==> src/rtl/mem_stage_pkg.sv <==
// -----------------------------------------------------------------------------
// mem_stage_pkg
// Shared definitions for the memory stage and the decode stage:
//   - mem_state_t  : memory-stage FSM state encoding
//   - F3_*         : funct3 load/store width codes
//   - norm_funct3  : maps unsupported funct3 codes onto the word access
//   - is_misaligned: alignment rule for a (normalised) access width
// -----------------------------------------------------------------------------
package mem_stage_pkg;

   typedef enum logic [1:0] {
      ST_IDLE   = 2'd0,
      ST_ACCESS = 2'd1,
      ST_DONE   = 2'd2
   } mem_state_t;

   localparam logic [2:0] F3_B  = 3'b000;
   localparam logic [2:0] F3_H  = 3'b001;
   localparam logic [2:0] F3_W  = 3'b010;
   localparam logic [2:0] F3_BU = 3'b100;
   localparam logic [2:0] F3_HU = 3'b101;

   // Unsigned widths only exist for loads; anything unknown becomes a word access.
   function automatic logic [2:0] norm_funct3(input logic [2:0] f3, input logic is_load);
      logic [2:0] r;
      case (f3)
         F3_B, F3_H, F3_W: r = f3;
         F3_BU, F3_HU:     r = is_load ? f3 : F3_W;
         default:          r = F3_W;
      endcase
      return r;
   endfunction

   // Halfwords need bit 0 clear, words need both low bits clear.
   function automatic logic is_misaligned(input logic [2:0] f3n, input logic [1:0] lo);
      logic r;
      case (f3n)
         F3_H, F3_HU: r = lo[0];
         F3_W:        r = (lo != 2'b00);
         default:     r = 1'b0;
      endcase
      return r;
   endfunction

endpackage

==> src/rtl/mem_align.sv <==
// -----------------------------------------------------------------------------
// mem_align
// Purely combinational lane handling for the memory stage.
//   Store side: st_funct3 (normalised), st_addr_lo, st_data
//               -> st_wdata (lane-replicated data), st_wmask (byte enables)
//   Load side : ld_funct3 (normalised), ld_addr_lo, ld_word
//               -> ld_data (selected byte/half, sign- or zero-extended)
// -----------------------------------------------------------------------------
module mem_align
   import mem_stage_pkg::*;
#(
   parameter int BIT_W = 32
) (
   input  logic [2:0]       st_funct3,
   input  logic [1:0]       st_addr_lo,
   input  logic [BIT_W-1:0] st_data,
   output logic [BIT_W-1:0] st_wdata,
   output logic [3:0]       st_wmask,
   input  logic [2:0]       ld_funct3,
   input  logic [1:0]       ld_addr_lo,
   input  logic [BIT_W-1:0] ld_word,
   output logic [BIT_W-1:0] ld_data
);

   logic [7:0]  byte_s;
   logic [15:0] half_s;

   // Store lanes: replicate the operand across the word so any lane can take it.
   always_comb begin
      st_wdata = st_data;
      st_wmask = 4'b1111;
      case (st_funct3)
         F3_B: begin
            st_wdata = {(BIT_W/8){st_data[7:0]}};
            st_wmask = 4'b0001 << st_addr_lo;
         end
         F3_H: begin
            st_wdata = {(BIT_W/16){st_data[15:0]}};
            st_wmask = st_addr_lo[1] ? 4'b1100 : 4'b0011;
         end
         default: begin
            st_wdata = st_data;
            st_wmask = 4'b1111;
         end
      endcase
   end

   // Load extract: pick the addressed lane, then extend to full width.
   always_comb begin
      case (ld_addr_lo)
         2'd0:    byte_s = ld_word[7:0];
         2'd1:    byte_s = ld_word[15:8];
         2'd2:    byte_s = ld_word[23:16];
         default: byte_s = ld_word[31:24];
      endcase
      if (ld_addr_lo[1]) begin
         half_s = ld_word[31:16];
      end else begin
         half_s = ld_word[15:0];
      end
      case (ld_funct3)
         F3_B:    ld_data = {{(BIT_W-8){byte_s[7]}}, byte_s};
         F3_BU:   ld_data = {{(BIT_W-8){1'b0}}, byte_s};
         F3_H:    ld_data = {{(BIT_W-16){half_s[15]}}, half_s};
         F3_HU:   ld_data = {{(BIT_W-16){1'b0}}, half_s};
         default: ld_data = ld_word;
      endcase
   end

endmodule

==> src/rtl/mem_stage.sv <==
// -----------------------------------------------------------------------------
// mem_stage
// Pipeline memory stage: passes ALU results straight to write-back, runs
// loads/stores against a stalling data cache, and drops misaligned accesses.
// Ports:
//   clk, rst                 clock, asynchronous active-high reset
//   ex_*                     result from EX (valid/ready handshake)
//   dcache_*                 word-addressed cache request / response
//   wb_*                     registered write-back result (one-cycle valid)
//   misalign                 one-cycle pulse when an access was dropped
// -----------------------------------------------------------------------------
module mem_stage
   import mem_stage_pkg::*;
#(
   parameter int BIT_W = 32
) (
   input  logic             clk,
   input  logic             rst,
   input  logic             ex_valid,
   output logic             ex_ready,
   input  logic [BIT_W-1:0] ex_alu_out,
   input  logic [BIT_W-1:0] ex_rs2_data,
   input  logic             ex_mem_read,
   input  logic             ex_mem_write,
   input  logic [2:0]       ex_funct3,
   input  logic [4:0]       ex_rd,
   input  logic             ex_reg_write,
   output logic             dcache_ren,
   output logic             dcache_wen,
   output logic [BIT_W-3:0] dcache_addr,
   output logic [BIT_W-1:0] dcache_wdata,
   output logic [3:0]       dcache_wmask,
   input  logic [BIT_W-1:0] dcache_rdata,
   input  logic             dcache_stall,
   output logic             wb_valid,
   output logic [4:0]       wb_rd,
   output logic [BIT_W-1:0] wb_data,
   output logic             wb_reg_write,
   output logic             misalign
);

   mem_state_t       state_q, state_d;
   logic [BIT_W-1:0] addr_q, addr_d;
   logic [2:0]       funct3_q, funct3_d;
   logic [4:0]       rd_q, rd_d;
   logic             reg_write_q, reg_write_d;
   logic             is_load_q, is_load_d;
   logic             ren_q, ren_d;
   logic             wen_q, wen_d;
   logic [3:0]       wmask_q, wmask_d;
   logic [BIT_W-1:0] wdata_q, wdata_d;
   logic             wb_valid_q, wb_valid_d;
   logic [4:0]       wb_rd_q, wb_rd_d;
   logic [BIT_W-1:0] wb_data_q, wb_data_d;
   logic             wb_reg_write_q, wb_reg_write_d;
   logic             misalign_q, misalign_d;

   logic             is_mem_s;
   logic             is_load_s;
   logic [2:0]       f3n_s;
   logic             mis_s;
   logic [BIT_W-1:0] st_wdata_s;
   logic [3:0]       st_wmask_s;
   logic [BIT_W-1:0] ld_data_s;

   // A request with both mem flags set behaves as a load.
   assign is_mem_s  = ex_mem_read | ex_mem_write;
   assign is_load_s = ex_mem_read;
   assign f3n_s     = norm_funct3(ex_funct3, is_load_s);
   assign mis_s     = is_misaligned(f3n_s, ex_alu_out[1:0]);

   mem_align #(.BIT_W(BIT_W)) u_align (
      .st_funct3  (f3n_s),
      .st_addr_lo (ex_alu_out[1:0]),
      .st_data    (ex_rs2_data),
      .st_wdata   (st_wdata_s),
      .st_wmask   (st_wmask_s),
      .ld_funct3  (funct3_q),
      .ld_addr_lo (addr_q[1:0]),
      .ld_word    (dcache_rdata),
      .ld_data    (ld_data_s)
   );

   // Next-state and next-output logic for the IDLE/ACCESS/DONE sequence.
   always_comb begin
      state_d        = state_q;
      addr_d         = addr_q;
      funct3_d       = funct3_q;
      rd_d           = rd_q;
      reg_write_d    = reg_write_q;
      is_load_d      = is_load_q;
      ren_d          = ren_q;
      wen_d          = wen_q;
      wmask_d        = wmask_q;
      wdata_d        = wdata_q;
      wb_valid_d     = 1'b0;
      wb_reg_write_d = 1'b0;
      wb_rd_d        = wb_rd_q;
      wb_data_d      = wb_data_q;
      misalign_d     = 1'b0;
      case (state_q)
         ST_IDLE: begin
            if (ex_valid && !is_mem_s) begin
               wb_valid_d     = 1'b1;
               wb_rd_d        = ex_rd;
               wb_data_d      = ex_alu_out;
               wb_reg_write_d = ex_reg_write;
            end else if (ex_valid && mis_s) begin
               // Dropped access still retires so the pipeline sees a slot.
               wb_valid_d = 1'b1;
               wb_rd_d    = ex_rd;
               wb_data_d  = ex_alu_out;
               misalign_d = 1'b1;
            end else if (ex_valid) begin
               state_d     = ST_ACCESS;
               addr_d      = ex_alu_out;
               funct3_d    = f3n_s;
               rd_d        = ex_rd;
               reg_write_d = ex_reg_write;
               is_load_d   = is_load_s;
               ren_d       = is_load_s;
               wen_d       = ~is_load_s;
               wmask_d     = is_load_s ? 4'b0000 : st_wmask_s;
               wdata_d     = st_wdata_s;
            end else begin
               state_d = ST_IDLE;
            end
         end
         ST_ACCESS: begin
            if (!dcache_stall) begin
               state_d        = ST_DONE;
               ren_d          = 1'b0;
               wen_d          = 1'b0;
               wmask_d        = 4'b0000;
               wb_valid_d     = 1'b1;
               wb_rd_d        = rd_q;
               wb_reg_write_d = is_load_q & reg_write_q;
               wb_data_d      = is_load_q ? ld_data_s : addr_q;
            end else begin
               state_d = ST_ACCESS;
            end
         end
         ST_DONE: begin
            state_d = ST_IDLE;
         end
         default: begin
            state_d = ST_IDLE;
            ren_d   = 1'b0;
            wen_d   = 1'b0;
            wmask_d = 4'b0000;
         end
      endcase
   end

   // State and output registers with asynchronous reset.
   always_ff @(posedge clk or posedge rst) begin
      if (rst) begin
         state_q        <= ST_IDLE;
         addr_q         <= {BIT_W{1'b0}};
         funct3_q       <= 3'b000;
         rd_q           <= 5'd0;
         reg_write_q    <= 1'b0;
         is_load_q      <= 1'b0;
         ren_q          <= 1'b0;
         wen_q          <= 1'b0;
         wmask_q        <= 4'b0000;
         wdata_q        <= {BIT_W{1'b0}};
         wb_valid_q     <= 1'b0;
         wb_rd_q        <= 5'd0;
         wb_data_q      <= {BIT_W{1'b0}};
         wb_reg_write_q <= 1'b0;
         misalign_q     <= 1'b0;
      end else begin
         state_q        <= state_d;
         addr_q         <= addr_d;
         funct3_q       <= funct3_d;
         rd_q           <= rd_d;
         reg_write_q    <= reg_write_d;
         is_load_q      <= is_load_d;
         ren_q          <= ren_d;
         wen_q          <= wen_d;
         wmask_q        <= wmask_d;
         wdata_q        <= wdata_d;
         wb_valid_q     <= wb_valid_d;
         wb_rd_q        <= wb_rd_d;
         wb_data_q      <= wb_data_d;
         wb_reg_write_q <= wb_reg_write_d;
         misalign_q     <= misalign_d;
      end
   end

   assign ex_ready     = (state_q == ST_IDLE);
   assign dcache_ren   = ren_q;
   assign dcache_wen   = wen_q;
   assign dcache_addr  = addr_q[BIT_W-1:2];
   assign dcache_wdata = wdata_q;
   assign dcache_wmask = wmask_q;
   assign wb_valid     = wb_valid_q;
   assign wb_rd        = wb_rd_q;
   assign wb_data      = wb_data_q;
   assign wb_reg_write = wb_reg_write_q;
   assign misalign     = misalign_q;

endmodule

==> config.mk <==
export PLATFORM = sky130hd
export DESIGN_NAME = mem_stage
export DESIGN_NICKNAME = d
export VERILOG_FILES = /design/src/rtl/mem_stage_pkg.sv /design/src/rtl/mem_align.sv /design/src/rtl/mem_stage.sv
export SDC_FILE = /design/constraint.sdc
export NUM_CORES = 1
export LEC_CHECK = 0
export ABC_AREA = 1
export BUFFER_PORTS_ARGS = -buffer_cell sky130_fd_sc_hd__buf_2
export CAP_MARGIN = 20
export CORE_ASPECT_RATIO = 1.25
export CORE_MARGIN = 2
export CORE_UTILIZATION = 51
export DETAILED_ROUTE_END_ITERATION = 10
export HOLD_SLACK_MARGIN = 0.15
export PLACE_DENSITY = 0.82
export SETUP_SLACK_MARGIN = 0.4
export SLEW_MARGIN = 10
export SYNTH_ARGS = -nofsm -noshare
export SYNTH_HDL_FRONTEND = slang
export SYNTH_SLANG_ARGS = --single-unit
==> constraint.sdc <==
create_clock -name clk -period 5.1 [get_ports clk]
set_input_delay 0.51 -clock clk [delete_from_list [all_inputs] [get_ports clk]]
set_output_delay 0.51 -clock clk [all_outputs]
set_load 0.01 [all_outputs]
# == Word-level counts from Yosys, hierarchy flattened ==
# Cells that the tools add are included.
# classes
eq_ne,19
n_shift,1
n_mux,47
bitwise,6
n_reduce_logical,17
# op_table
cell,count
32-bit two-way mux,4
32-bit one-hot mux with 2 select lines,2
32-bit one-hot mux with 4 select lines,1
4-bit two-way mux,6
8-bit one-hot mux with 3 select lines,1
16-bit two-way mux,1
"3-bit equality test, second input constant",5
1-bit two-way mux,15
5-bit two-way mux,3
4-bit one-hot mux with 3 select lines,1
5-bit one-hot mux with 2 select lines,1
"3-bit by 1-bit equality test with 1-bit output, second input constant",3
3-bit zero test,3
"2-bit inequality test, second input constant",4
4-bit one-hot mux with 2 select lines,1
"3-bit by 2-bit equality test with 1-bit output, second input constant",2
2-bit two-way mux,3
1-bit one-hot mux with 2 select lines,3
1-bit one-hot mux with 3 select lines,2
3-bit one-hot mux with 2 select lines,1
5-bit AND reduction,1
"2-bit by 1-bit equality test with 1-bit output, second input constant",2
"2-bit equality test, second input constant",2
2-bit zero test,2
15 further kinds,21
# word_totals
register_bits,122
inputBits,111
output_inout_bits,109
word_cells,105

# == Logic depth before layout (Yosys ltp) ==
# Gate-level depths: netlist of the first run.
# logic_depth
word_depth,10
ltp_mapped,12
depth_no_buf,10

# == Hierarchy ==
# Synthesis of the first run repeated with hierarchy kept, for this count alone.
# unflattened
cells_unflattened,976
area_unflattened_um2,7151.9
# by_module_without_submodules
mod,n_inst,cells_per_inst,area_each_um2,seq_area_each_um2
mem_stage,1,690,5808.1,3052.9
mem_align,1,286,1343.8,0.0

# == Least setup slack after synthesis of the first run ==
# Ideal clock, no wire load.
# synth_path
path_type,input -> register
from,input port ex_mem_read
to,register wb_data_q[16] (netlist: wb_data[16])
setup_ns,0.121
t_arrival_ns,1.484
required_time_ns,4.979
path_slack_ns,3.495
stages,8
n_path_buf,2
cell_sequence,nor3_2 -> nor2_1 -> nand2_1 -> nand3_2 -> buf_4 -> buf_4 -> nor2_1 -> a21oi_1
# synth_via
elab_chain_len,8
elab_cells_between_ends,15
classes_between,eq/ne: 4; mux: 5; bitwise: 1; reduce/logical: 5
# synth_rtl
item,line,text
from (decl),mem_stage.sv:23,"input logic ex_mem_read,"
3-bit two-way mux,mem_stage_pkg.sv:28,"F3_BU, F3_HU: r = is_load ? f3 : F3_W;"
3-bit one-hot mux with 2 select lines,mem_stage_pkg.sv:26,case (f3)
3-bit equality test / 3-bit by 1-bit equality test with 1-bit output (equally long branches),mem_stage_pkg.sv:37,case (f3n)
2-bit OR reduction,mem_stage_pkg.sv:37,
1-bit one-hot mux with 2 select lines,mem_stage_pkg.sv:37,
1-bit logical AND,mem_stage.sv:108,end else if (ex_valid && mis_s) begin
3-bit by 1-bit inequality test with 1-bit output (no line),--,
3-bit AND reduction (no line),--,
to (signal assigned),mem_stage.sv:170,wb_data_q <= {BIT_W{1'b0}};
to (signal assigned),mem_stage.sv:186,wb_data_q <= wb_data_d;
to (decl),mem_stage.sv:54,"logic [BIT_W-1:0] wb_data_q, wb_data_d;"
# Parallel ways exist; a longest one is shown, timed or not.
# A chain may end at the register's enable or synchronous reset.

# == Worst setup path after layout of the first run ==
# layout_path
from,register state_q[1]
to,register is_load_q
# layout_via
elab_chain_len,2
# layout_rtl
item,line,text
from (decl),mem_stage.sv:42,"mem_state_t state_q, state_d;"
from (signal assigned),mem_stage.sv:174,state_q <= state_d;
2-bit zero test,mem_stage.sv:101,case (state_q)
4-bit AND reduction (no line),--,
to (signal assigned),mem_stage.sv:179,is_load_q <= is_load_d;
to (decl),mem_stage.sv:47,"logic is_load_q, is_load_d;"
# Every way passes these cells.

==> impl_metrics.csv, run 1 <==
group,metric,value,unit
floorplanning,ios,220,
logic_synthesis,ys_seq_elements,122,
clock_tree,root_buffer,"clkbuf_16",
logic_synthesis,synthTopCellsByCount,"nand2_1, dfrtp_1, nor2_1",
setup_path,arrival,3.05,ns
global_route,met2_usage,47.9,%
sta,fin_setup_tns,0,ns
floorplanning,chipWidth,106,um
sta,tightestPinTransition,1.01,ns
setup_path,required,5.36,ns
power,p_seq_share,35.4,%
global_route,grt_use_met1,34.4,%
global_route,met3_usage,6.30,%
routing,wl_per_cell,15.0,um
logic_synthesis,yosysSeqAreaShare,46.3,%
global_route,grt_start_max_net_pins,110,
logic_synthesis,synth_top_area_cell,"dfrtp_1",
clock_tree,postCtsSetupBuffers,0,
setup_path,path_max_fanout,109,
power,pwr-share-clk,22.6,%
clock_tree,numCtsBuffers,17,
job,cap_violations,0,
logic_synthesis,ys_types,25,
finish,fin_nets,1204,
clock_tree,clk_pin_slew,0.05,ns
sta,min_period_over_period,54.7,%
power,p_comb_share,42.0,%
floorplanning,core_area,12700,um^2
global_route,grt_pass1_vias,6302,
sta,setup_viol,0,
sta,period_needed,2.79,ns
routing,drtIter0Drc,418,
floorplanning,rows,46,
finish,multi_input_area,2790,um^2
setup_path,end_kind,"register",
clock_tree,cts_tree,"done",
floorplanning,fp.dieArea,13900,um^2
finish,drive_above_1_share,24.2,%
logic_synthesis,post_synth.cell_area_avg,7.11,um^2
global_route,grt_pass1_wl,30.9,mm
logic_synthesis,synth.top_cell.area_share,46.3,%
power,p_switching,0.00214,W
global_route,overflow,0,
placement,finalWeightedCongestion,0.895,
routing,vias,6507,
sta,fmax,0.358,GHz
global_route,antenna_found_initial,1,
run_status,status,"complete, no violations",
routing,drtAntennaViolNets,0,
logic_synthesis,synth_nets,1038,
placement,hpwl,13.7,mm
placement,place_area,7450,um^2
sta,hold_violations,0,
floorplanning,die_y,131,um
power,vdd_ir_drop_max,0.268,mV
floorplanning,initial_utilization,52.1,%
placement,post-place-ws,1.97,ns
clock_tree,htreeDepth,4,
logic_synthesis,synthCells,927,
clock_tree,clock_sinks,122,
sta,slew_headroom,32.7,%
power,swShare,41.7,%
logic_synthesis,yosysWarnings,0,
logic_synthesis,synthFlopType,"dfrtp_1",
setup_path,critPathLaunchType,"register",
power,finalPower,0.00513,W
routing,vias_per_cell,5.11,
setup_path,worstSetupPathType,"register to register",
logic_synthesis,yosys-top-cells-area,"dfrtp_1, nand2_1, o21ai_0",
finish,final-seq-area,3050,um^2
logic_synthesis,async_reset_ff_share,100,%
placement,portBuffers,219,
sta,fin_skew,0.0109,ns
power,p_per_area,633,nW/um^2
logic_synthesis,netlist_area,6590,um^2
hold_path,hold_path_class,"primary input to register",
routing,drcViolationCount,0,
sta,rsz0062_at_grt,"false",
clock_tree,clockBufferDepth,2,
global_route,grt.total_usage,28.1,%
routing,routed_wl,19.1,mm
logic_synthesis,synth-edff-count,0,
power,p_leak,4.45,nW
finish,nFillCells,1224,
finish,finish.instance_area,8110,um^2
finish,syn_to_final_growth,23.0,%
routing,firstDrtPassIters,7,
sta,slew_violations,0,
sta,setup_slack,2.31,ns
power,p_int,0.00299,W
setup_path,r2r_slack,2.31,ns
logic_synthesis,synth.most_common_cell,"nand2_1",
global_route,grt_busiest_layer,"met2",
clock_tree,clk_latency,0.41,ns
area by class of cell:
class / count / share of cell area, %
flip-flops and latches: 122 / 37.6
multi-input cells: 651 / 34.3
repair buffers: 227 / 15.0
clock buffers: 23 / 5.77
inverters: 74 / 3.45
well taps: 168 / 2.59
clock inverters: 8 / 1.17
diodes: 1 / 0.0308
placed cells by master, fill, tap and decap left out, types with 4 or more instances in the layout:
cell / count
a21oi_1: 82
nor2_1: 99
clkbuf_1: 4
nand2_1: 331
o211ai_1: 10
nand3_1: 25
buf_4: 4
clkbuf_16: 17
buf_2: 219
dfrtp_1: 122
inv_2: 4
o21ai_0: 87
inv_1: 67
clkinv_2: 4
sequential cells by signal, summed over array words and instances (netlist names):
name          flops
addr_q           32
dcache_ren        1
dcache_wdata     32
dcache_wen        1
dcache_wmask      4
funct3_q          3
is_load_q         1
misalign          1
rd_q              5
reg_write_q       1
state_q           2
wb_data          32
wb_rd             5
wb_reg_write      1
wb_valid          1
layer usage:
metal | vias to the layer above | wire length, um
li1 | 3222 | -
met2 | 287 | 9610
met1 | 2964 | 7460
met4 | 0 | 574
met3 | 34 | 1420
met5 | - | 0
metrics by stage:
stage	utilization, %	hold slack [ns]	instances
after global placement	58.9	0.458	1238
after CTS	63.3	0.268	1269
after global routing	64.1	0.278	1274
after floorplan	-	0.454	927
final	64.1	0.282	1274
after detailed placement	58.9	0.460	1238
final timing paths:
kind,endpoint,depth (start not counted),start
setup reg to reg,is_load_q,9,state_q[1]
max in group asynchronous,wb_data[25],4,rst
setup / recovery,is_load_q,9,state_q[1]
hold reg to reg,wb_rd[3],2,wb_rd[3]
min in group asynchronous,dcache_wdata[3],3,rst
hold / removal,state_q[1],2,dcache_stall
worst max-delay path, cell delays in order (launching register included):
cell and delay (ns):
dfrtp_1 0.38, inv_1 0.08, nand2_1 0.09, clkinv_1 0.22, nand2_1 0.15, inv_1 0.08
nand2_4 0.72, inv_2 0.55, nand2_1 0.22, o21ai_0 0.10
power by group through the flow:
| stage | Combinational [W] | Clock, W | Sequential, W |
|---|---|---|---|
| after global routing | 0.00243 | 0.00122 | 0.00188 |
| final | 0.00215 | 0.00116 | 0.00182 |
| after floorplan | 0.00147 | 0 | 0.00183 |
| after CTS | 0.00211 | 0.00118 | 0.00183 |
| after global placement | 0.00204 | 0 | 0.00183 |
| after detailed placement | 0.00211 | 0 | 0.00183 |
cells by family after synthesis:
logic type	after synthesis	synth area share, %
compound gates	184	14.4
buf+inv	154	11.5
flops	122	46.3
simple gates	467	27.8
timing repair:
| item | in CTS | in global routing |
|---|---|---|
| endpoints found under the hold margin | 0 | 16 |
| hold buffers | 0 | 1 |
| gates resized for setup | 0 | 0 |
Note: power is estimated with default switching activity, not from simulation.
==> inputs of run 2 (changes only) <==
==> constraint.sdc (replaced) <==
create_clock -name clk -period 2.7 [get_ports clk]
set_input_delay 0.27 -clock clk [delete_from_list [all_inputs] [get_ports clk]]
set_output_delay 0.27 -clock clk [all_outputs]
set_load 0.01 [all_outputs]
==> impl_metrics.csv, run 2 (same netlist as run 1, synthesis figures left out) <==
group,metric,value,unit
run_status,status,"complete, no violations",
sta,setup_viol,0,
setup_path,crit_chain,"inv_1 -> nand2_1 -> nand2_1 -> o21ai_0 -> inv_1 -> nand2_1 -> nand2_1 -> nand3_1 -> nand2_1",
floorplanning,rows,46,
hold_path,worstHoldEndpoint,"dcache_wdata[26]",
finish,syn_to_final_growth,32.2,%
routing,routed_wl,20.3,mm
setup_path,cp_slowest_cell,"dfrtp_1",
clock_tree,clk_pin_slew,0.06,ns
clock_tree,htreeDepth,4,
finish,layout_common_cells,"nand2_1, buf_2, dfrtp_1",
global_route,antenna_found_initial,0,
clock_tree,cts_tree,"done",
placement,finalWeightedCongestion,0.979,
global_route,grt_pass1_vias,6969,
finish,nFillCells,1069,
floorplanning,fp.dieArea,13900,um^2
setup_path,path_common_cell,"nand2_1",
clock_tree,numCtsBuffers,17,
setup_path,end_kind,"register",
routing,vias_per_cell,5.21,
global_route,grt_pass1_wl,33.1,mm
sta,slew_violations,0,
power,p_leak,4.71,nW
global_route,met2_usage,51.8,%
sta,min_period_over_period,74.2,%
global_route,met3_usage,7.54,%
sta,fin_setup_tns,0,ns
floorplanning,core_area,12700,um^2
clock_tree,root_buffer,"clkbuf_16",
job,cap_violations,0,
clock_tree,clock_sinks,122,
routing,drtAntennaViolNets,0,
setup_path,arrival,2.31,ns
clock_tree,clockBufferDepth,2,
hold_path,min-delay-start,"ex_rs2_data[26]",
power,vdd_ir_drop_max,0.516,mV
setup_path,critical_path.startpoint,"funct3_q[1]",
sta,tightestPinTransition,0.826,ns
global_route,grt_start_max_net_pins,109,
hold_path,hold_path_class,"primary input to register",
floorplanning,initial_utilization,52.1,%
setup_path,r2r_slack,0.70,ns
placement,dp_cells,1247,
sta,period_needed,2.00,ns
placement,portBuffers,219,
setup_path,reg2reg_from,"funct3_q[1]",
clock_tree,clk_latency,0.41,ns
setup_path,critPathBufInv,2,
floorplanning,chipWidth,106,um
finish,layout_commonest_cell,"nand2_1",
routing,vias,6941,
setup_path,ff2ff_path_depth,9,
setup_path,worstSetupPathType,"register to register",
setup_path,critPathLaunchType,"register",
global_route,grt_busiest_layer,"met2",
finish,fin_nets,1261,
floorplanning,ios,220,
setup_path,required,3.00,ns
sta,fin_skew,0.00658,ns
finish,antenna_cells,0,
sta,slew_headroom,44.7,%
sta,hold_violations,0,
sta,rsz0062_at_grt,"false",
setup_path,cp_top_family,"flip-flops",
power,p_per_area,1150,nW/um^2
routing,wl_per_cell,15.2,um
floorplanning,die_y,131,um
global_route,grt.total_usage,30.0,%
global_route,grt_use_met1,33.9,%
sta,fmax,0.499,GHz
setup_path,path_max_fanout,25,
placement,hpwl,13.9,mm
finish,finalNonFillerCells,1331,
routing,firstDrtPassIters,5,
hold_path,holdPathStages,3,
routing,drcViolationCount,0,
finish,drive_above_1_share,23.9,%
global_route,overflow,0,
setup_path,cp_slowest_stage_delay,0.82,ns
routing,drtIter0Drc,405,
setup_path,reg2reg_to,"wb_data[2]",
-- run 2: worst max-delay path by stage --
stage / slack (ns) / depth (start not counted) / to
global route: 0.48 / 9 / wb_data[2]
detailed placement: 0.73 / 9 / wb_data[2]
CTS: 0.72 / 9 / wb_data[2]
global placement: 0.83 / 9 / wb_data[2]
floorplan: 0.93 / 1 / addr_q[0]
finish: 0.70 / 9 / wb_data[2]
-- run 2: timing repair --
item / CTS / global route
buffers inserted: 0 / 0
hold buffers: 52 / 0
hold endpoints to repair: 86 / 0
resized for setup: 0 / 0
-- run 2: per-stage QoR --
step           utilization, %  hold slack [ns]  instance area (um^2)  setup WS, ns  power (W)
5_1_grt                  68.9            0.153                  8720         0.476     0.0107
2_1_floorplan               -            0.348                  6600         0.933    0.00623
6_report                 68.9            0.156                  8720         0.697     0.0100
4_1_cts                  68.9            0.150                  8720         0.724     0.0100
3_3_place_gp             59.8            0.420                  7570         0.830    0.00740
3_5_place_dp             59.8            0.422                  7570         0.726    0.00751
-- run 2: tightest hold or removal path: stages --
cell,delay (ns)
buf_2,0.07
a21oi_1,0.05
o21ai_0,0.14
-- run 2: cell type report --
class / count / area [um^2] / area share, %
Sequential cell: 122 / 3050 / 35.0
Multi-Input combinational cell: 651 / 2790 / 31.9
Clock buffer: 17 / 425 / 4.88
Tap cell: 168 / 210 / 2.41
Timing Repair Buffer: 284 / 1760 / 20.2
Clock inverter: 15 / 200 / 2.30
Inverter: 74 / 282 / 3.23
-- run 2: layer usage --
layer  routed length, um  vias to the layer above
met5                   0                        -
met4                1010                        0
met3                1460                       60
met2               10100                      333
met1                7680                     3209
li1                    -                     3339
-- run 2: where the power goes --
part / switching [W] / total, W / internal [W] / leakage (nW)
Sequential: 0.000624 / 0.00334 / 0.00272 / 1.50
Combinational: 0.00265 / 0.00425 / 0.00160 / 2.92
Clock: 0.000867 / 0.00241 / 0.00154 / 0.295
Total: 0.00414 / 0.0100 / 0.00586 / 4.71
